### config.mk
export PLATFORM = sky130hd
export DESIGN_NAME = ipm_frame_sched
export DESIGN_NICKNAME = d
export VERILOG_FILES = /design/src/rtl/ipm_frame_sched.sv
export SDC_FILE = /design/constraint.sdc
export NUM_CORES = 1
export LEC_CHECK = 0
export ABC_AREA = 1
export CAP_MARGIN = 20
export CELL_PAD_IN_SITES_DETAIL_PLACEMENT = 2
export CELL_PAD_IN_SITES_GLOBAL_PLACEMENT = 2
export CORE_MARGIN = 1.5
export CORE_UTILIZATION = 27
export CTS_CLUSTER_DIAMETER = 60
export DETAILED_ROUTE_END_ITERATION = 10
export MAX_ROUTING_LAYER = met4
export PLACE_DENSITY_LB_ADDON = 0.1
export SETUP_SLACK_MARGIN = 0.2
export SLEW_MARGIN = 15
export SYNTH_ARGS = -nofsm -noshare
export SYNTH_HDL_FRONTEND = slang
export SYNTH_SLANG_ARGS = --single-unit
export TNS_END_PERCENT = 20
### constraint.sdc
create_clock -name clk -period 4 [get_ports clk]
set_clock_uncertainty 0.2 [all_clocks]
set_input_delay 0.8 -clock clk [delete_from_list [all_inputs] [get_ports clk]]
set_output_delay 0.8 -clock clk [all_outputs]
set_load 0.02 [all_outputs]
### src/rtl/ipm_frame_sched.sv
// ipm_frame_sched: frame-pass scheduler in front of imag_transform and the framebuffer write port.
// Latency: start -> first coordinate 1 cycle; coordinate -> write strobe XF_LATENCY+1 cycles.
// Backpressure: i_stall holds the raster sweep only; results already in flight are still written.
//
// On i_start (IDLE only) the block latches i_mode onto o_im_p. It then issues every (line, pixel)
// of a FRAME_H x FRAME_W frame in raster order on o_line/o_pixel/o_valid. A valid bit travels
// XF_LATENCY stages alongside each coordinate. When the bit emerges, the transformed coordinate
// on i_xf_line/i_xf_pixel is registered onto o_wr_line/o_wr_pixel with o_wr_en one cycle later.
// o_done pulses once after the last write; o_busy is high from the first issue through o_done.
//
// Ports:
//   clk, reset                    clock, synchronous active-high reset
//   i_start, i_mode, i_stall      frame start, transform mode (latched at start), issue hold-off
//   i_xf_line, i_xf_pixel         transformed coordinate returned by imag_transform
//   o_line, o_pixel, o_valid      coordinate to imag_transform, o_im_p latched mode
//   o_wr_en, o_wr_line, o_wr_pixel framebuffer write strobe and address
//   o_busy, o_done, o_clip_cnt    status, end-of-frame pulse, suppressed-result count
//
// Optional feature: define IPM_SCHED_CLIP_EN to suppress writes whose transformed coordinate
// falls outside the frame and count them in o_clip_cnt (saturating). Left undefined, every result
// is written and o_clip_cnt reads 0.
module ipm_frame_sched #(
  parameter int CAM_LINE   = 9,
  parameter int CAM_PIXEL  = 10,
  parameter int FRAME_H    = 480,
  parameter int FRAME_W    = 640,
  parameter int XF_LATENCY = 2
) (
  input  logic                          clk,
  input  logic                          reset,
  input  logic                          i_start,
  input  logic [1:0]                    i_mode,
  input  logic                          i_stall,
  input  logic [CAM_LINE-1:0]           i_xf_line,
  input  logic [CAM_PIXEL-1:0]          i_xf_pixel,
  output logic [CAM_LINE-1:0]           o_line,
  output logic [CAM_PIXEL-1:0]          o_pixel,
  output logic                          o_valid,
  output logic [1:0]                    o_im_p,
  output logic                          o_wr_en,
  output logic [CAM_LINE-1:0]           o_wr_line,
  output logic [CAM_PIXEL-1:0]          o_wr_pixel,
  output logic                          o_busy,
  output logic                          o_done,
  output logic [CAM_LINE+CAM_PIXEL-1:0] o_clip_cnt
);

  typedef enum logic [1:0] {IDLE, RUN, DRAIN, DONE} state_t;

  localparam logic [CAM_LINE-1:0]  LINE_LAST = CAM_LINE'(FRAME_H - 1);
  localparam logic [CAM_PIXEL-1:0] PIX_LAST  = CAM_PIXEL'(FRAME_W - 1);

  state_t                  state, state_nxt;
  logic [CAM_LINE-1:0]     line_cnt;
  logic [CAM_PIXEL-1:0]    pix_cnt;
  logic [XF_LATENCY-1:0]   vpipe;
  logic                    issue;
  logic                    last_coord;
  logic                    clip_hit;

  // The start cycle itself issues (0,0) so the first coordinate appears one cycle after i_start.
  always_comb begin
    state_nxt  = state;
    issue      = 1'b0;
    last_coord = (line_cnt == LINE_LAST) && (pix_cnt == PIX_LAST);
    case (state)
      IDLE: begin
        if (i_start) begin
          issue     = !i_stall;
          state_nxt = (issue && last_coord) ? DRAIN : RUN;
        end
      end
      RUN: begin
        issue = !i_stall;
        if (issue && last_coord) state_nxt = DRAIN;
      end
      DRAIN: begin
        // Once nothing is on o_valid or in the valid pipe, the write currently in the output
        // stage (if any) is the last one, so o_done lands the cycle right after it.
        if (!o_valid && (vpipe == '0)) state_nxt = DONE;
      end
      DONE:    state_nxt = IDLE;
      default: state_nxt = IDLE;
    endcase
  end

  always_ff @(posedge clk) begin
    if (reset) begin
      state      <= IDLE;
      line_cnt   <= '0;
      pix_cnt    <= '0;
      vpipe      <= '0;
      o_line     <= '0;
      o_pixel    <= '0;
      o_valid    <= 1'b0;
      o_im_p     <= '0;
      o_wr_en    <= 1'b0;
      o_wr_line  <= '0;
      o_wr_pixel <= '0;
      o_busy     <= 1'b0;
      o_done     <= 1'b0;
    end else begin
      state   <= state_nxt;
      o_busy  <= (state_nxt != IDLE);
      o_done  <= (state_nxt == DONE);
      o_valid <= issue;

      if (state == IDLE && i_start) o_im_p <= i_mode;

      // Raster counters: advance only on an issue, held at (0,0) while idle.
      if (issue) begin
        o_line  <= line_cnt;
        o_pixel <= pix_cnt;
        if (pix_cnt == PIX_LAST) begin
          pix_cnt  <= '0;
          line_cnt <= (line_cnt == LINE_LAST) ? '0 : line_cnt + 1'b1;
        end else begin
          pix_cnt <= pix_cnt + 1'b1;
        end
      end else if (state == IDLE) begin
        line_cnt <= '0;
        pix_cnt  <= '0;
      end

      // Valid tracking matches the transform's fixed latency.
      vpipe[0] <= o_valid;
      for (int i = 1; i < XF_LATENCY; i++) vpipe[i] <= vpipe[i-1];

      o_wr_en <= vpipe[XF_LATENCY-1] && !clip_hit;
      if (vpipe[XF_LATENCY-1]) begin
        o_wr_line  <= i_xf_line;
        o_wr_pixel <= i_xf_pixel;
      end
    end
  end

`ifdef IPM_SCHED_CLIP_EN
  localparam int LW = CAM_LINE + 1;
  localparam int PW = CAM_PIXEL + 1;
  localparam logic [CAM_LINE:0]  LINE_LIM = LW'(FRAME_H);
  localparam logic [CAM_PIXEL:0] PIX_LIM  = PW'(FRAME_W);

  logic [CAM_LINE+CAM_PIXEL-1:0] clip_cnt;

  // One extra bit on each side so a frame dimension of exactly 2^width still compares correctly.
  assign clip_hit = ({1'b0, i_xf_line} >= LINE_LIM) || ({1'b0, i_xf_pixel} >= PIX_LIM);

  always_ff @(posedge clk) begin
    if (reset) begin
      clip_cnt <= '0;
    end else if (state == IDLE && i_start) begin
      clip_cnt <= '0;
    end else if (vpipe[XF_LATENCY-1] && clip_hit && (clip_cnt != '1)) begin
      clip_cnt <= clip_cnt + 1'b1;
    end
  end

  assign o_clip_cnt = clip_cnt;
`else
  assign clip_hit   = 1'b0;
  assign o_clip_cnt = '0;
`endif

endmodule

* Yosys cells after proc, flatten, opt, wreduce, memory -nomap -nowiden *
Index checks and enable logic that the tools add are counted.

word-level totals
  register bits after elaboration = 67
  latch bits = 0
  memory bits (writable) = 0
  bits in read-only memories = 0
  input bits = 25
  output and inout port bits = 63
  memories = 0

cells by class
  add/sub/neg operators = 2
  multiply operators = 0
  divide/modulo/power cells = 0
  order comparisons = 0
  equal/unequal tests = 7
  shift-type cells = 0
  multiplexer cells = 14
  bitwise operators = 0
  reductions and logical operators = 11

operator list
  kind                     count
  $mux W9                  4
  $mux W10                 3
  $add A10 B1 Y10 const B  1
  $eq A10 B10 Y1 const B   1
  $add A9 B1 Y9 const B    1
  $eq A9 B9 Y1 const B     1
  $mux W2                  4
  $pmux W2 S4              1
  $eq A2 B2 Y1 const B     3
  $logic_and A1 B1 Y1      4
  $logic_not A2 Y1         2
  $reduce_bool A2 Y1       2
  $eq A2 B1 Y1 const B     1
  $logic_not A1 Y1         2
  $ne A2 B1 Y1 const B     1
  $pmux W1 S2              1
  $reduce_and A2 Y1        1
  $mux W1                  1

* Depth between registers and ports, before layout *
  depth in word-level cells = 7
  gate-level depth with buffers = 11

* Least setup slack after synthesis *
No wires, ideal clock.

  kind = input to register
  from = in i_start
  to = reg line_cnt[7]
  setup time = 109 ps
  arrival = 1563 ps
  path slack = 2128 ps
  stages = 11
  path buffers = 0
  path through = inv_1 > nand2_1 > nand2_2 > nor2_8 > inv_4 > nand2_4 > nand2_4 > nand2_2 > nand2_1 > nand2_1 > inv_1

between the ends
  cells in the longest elaborated chain, start to end = 4

RTL lines
  item                                                                        line  RTL
  start, declared                                                             31    input logic i_start,
  $mux W1 (*)                                                                 68    if (i_start) begin
  $pmux W1 S2 (*)                                                             66    case (state)
  $ne A2 B1 Y1 (no source line) / $reduce_bool A2 Y1 (equally long branches)  n/a
  $reduce_and A2 Y1 (no source line)                                          n/a
  end signal, assigned                                                        116   line_cnt <= (line_cnt == LINE_LAST) ? '0 : line_cnt + 1'b1;
  end, declared                                                               54    logic [CAM_LINE-1:0] line_cnt;

Every way passes the cells marked *; elsewhere a longest branch is shown, timed or not.
A chain may end at the register's enable or synchronous reset.

* Worst setup path in the final report *
Ends and elaborated chain as after synthesis.

==> flow_metrics.tcl <==
set metrics [dict create \
    antenna_cells 0 \
    cts_tree "yes" \
    final_area_mm2 0.00383 \
    post_synth_num_cell_types 31 \
    crit_fanout 35 \
    nFillCells 1281 \
    holdWs_ps 241 \
    setup_viol 0 \
    ys_warn_count 0 \
    crit_required_ps 4040 \
    dpl-instance-area_mm2 0.00367 \
    firstDrtPassIters 4 \
    start_util_pct 27.5 \
    synth-compound-area-share_pct 12.7 \
    post-cts-setup-buffers 0 \
    maxCapViolCount 0 \
    hpwl_um 6440 \
    netlist_top_cells_area "dfxtp_1 45%, nor2_1 12%, o21ai_0 7.4%" \
    root_buffer "clkbuf_8" \
    worstMarginPinSlew_ps 634 \
    wl_um 8900 \
    timing.setup.tns_ps 0 \
    fin_crit_sh_pct 64.3 \
    die_w_um 108 \
    rsz0062_at_grt "no" \
    vias 2783 \
    critPathLaunchType "input pin" \
    antenna_found_initial 0 \
    hold_path.class "flip-flop to flip-flop" \
    fp.coreArea_mm2 0.0108 \
    finalHoldViolations 0 \
    drt-initial-drc-count 62 \
    die_h_um 108 \
    grt_pass1_vias 2866 \
    htreeDepth 3 \
    gp_congestion 0.771 \
    cts_hold_repair.buffers 0 \
    arrival_ps 2610 \
    final_max_slew_viol_count 0 \
    p_total_mw 1.40 \
    post_cts_resized 0 \
    synth_seq_area_share_pct 45.3 \
    grt_usage_pct 16.5 \
    final_nets 492 \
    clk_path_buf_depth 2 \
    area_growth_pct 29.2 \
    max_freq_mhz 389 \
    io_pins 88 \
    syn_inst 404 \
    clk_latency_ps 340 \
    ir_drop_mv 0.140 \
    num_rows 38 \
    detail_route.wl_per_cell_um 14.6 \
    overflow 0 \
    cts.sinks 67 \
    vias_per_cell 4.57 \
    synth_top_area_share_pct 45.3 \
    place.port_buffers 68 \
    multi_input_comb_area_mm2 0.00134 \
    cts_inserted_buffers 9 \
    status "finished, final reports clean" \
    synth-xor-area-share_pct 0.886 \
    die-area_mm2 0.0116 \
    yosysTopAreaCell "dfxtp_1" \
    layoutNonFillerInstCount 609 \
    r2r_slack_ps 1980 \
    synth_top_family_by_area "simple AND/OR/NAND/NOR gates" \
    numPlacedInstances 594 \
    power.density_mw_per_mm2 365 \
    yosys.area_share.adder_pct 0.844 \
    synthSimpleGateAreaFrac_pct 28.4 \
    synthMuxAreaShare_pct 0 \
    drc_errors 0 \
    clkTransAtPathRegs_ps 70 \
    yosys_register_bits 67 \
    syn_avg_cell_area_um2 7.34 \
    critPathCaptureType "flip-flop" \
    syn-cell-area_mm2 0.00296 \
    path_class "input pin to flip-flop" \
    drive_above_1_share_pct 6.61 \
    regArea_mm2 0.00134 \
    grt_max_degree 36 \
    slew_headroom_pct 57.7 \
    power_leakage_nw 1.55 \
    grt_pass1_wl_um 14300 \
    postRouteAntennaNets 0 \
    fin_crit_ps 2570 \
]
-- cells in the mapped netlist --
cell type and number:
buf_1 1, buf_2 8, xor2_1 2, nor2_8 1, nand2_1 56, o21bai_1 1
clkbuf_2 2, nand3_2 1, a21oi_1 25, nand4_1 9, inv_1 26, clkinv_2 1
nand2_2 4, nand2_4 3, clkbuf_1 6, o21bai_2 1, dfxtp_1 67, inv_2 2
buf_4 21, nor2_4 1, o21ai_1 1, nand3_4 1, nand3_1 21, nor2_1 91
o21a_1 1, o21ai_0 44, conb_1 1, nor3_1 2, xnor2_1 1, ha_1 2
inv_4 1
-- critical path, cell delays in order --
cell	delay [ps]
clkdlybuf4s50_1	460
inv_1	50
nand2_1	90
nand2_2	110
nor2_8	420
inv_4	190
nand2_4	160
nand2_4	90
nand2_2	80
nand2_1	50
nand2_1	60
inv_1	30
-- layout make-up --
cell class                      instances  area share (%)
Inverter                               30            3.04
Timing Repair Buffer                   70            18.2
Sequential cell                        67            35.0
Multi-Input combinational cell        287            35.0
Clock inverter                          3           0.392
Clock buffer                           12            3.79
Tap cell                              140            4.58
-- cells by family after synthesis --
group	Yosys count
compound gates	73
xor+xnor	3
fa+ha+maj	2
buf+inv	68
flops	67
other cells	1
simple gates	190
-- layout by cell type (no fill, tap or decap), drive strengths merged --
cell type	count
nor2	93
clkdlybuf4s50	68
dfxtp	67
nand2	63
o21ai	45
inv	29
a21oi	25
nand3	23
conb	19
clkbuf	12
nand4	9
clkinv	4
xor2	2
nor3	2
ha	2
buf	2
o21bai	2
o21a	1
xnor2	1
-- where the power goes --
group	switching (mW)	leakage, nW	internal [mW]
combinational	0.116	0.920	0.0787
sequential	0.0169	0.546	0.692
clock	0.259	0.0860	0.236
total	0.392	1.55	1.01
-- per-layer routing --
metal  track usage [%]  up-vias  share of wire [%]
met4              7.05        0                1.7
li1                  -     1380                  -
met3              3.69       10                4.1
met1              19.6     1340                 46
met2              27.1       53                 48
met5                 -        -                  0
-- worst paths after layout --
path                            depth (start not counted)  startpoint     endpoint
worst min-delay path                                    2    vpipe[0]     vpipe[1]
worst max-delay path                                   12     i_start  line_cnt[7]
worst max register to register                         11    state[0]  line_cnt[7]
worst min register to register                          2    vpipe[0]     vpipe[1]
-- metrics by stage --
step / worst slack, ps / util (%)
final: 1430 / 35.5
after global routing: 1240 / 35.5
after CTS: 1400 / 35.5
after detailed placement: 1030 / 34.0
after global placement: 1050 / 34.0
after floorplan: 2130 / -
-- state kept, by name, indices dropped and copies added, names as in the netlist, 2 cells and up --
name	cells
o_pixel	10
o_wr_pixel	10
pix_cnt	10
line_cnt	9
o_line	9
o_wr_line	9
o_im_p	2
state	2
vpipe	2
(Power assumes the default switching activity.)
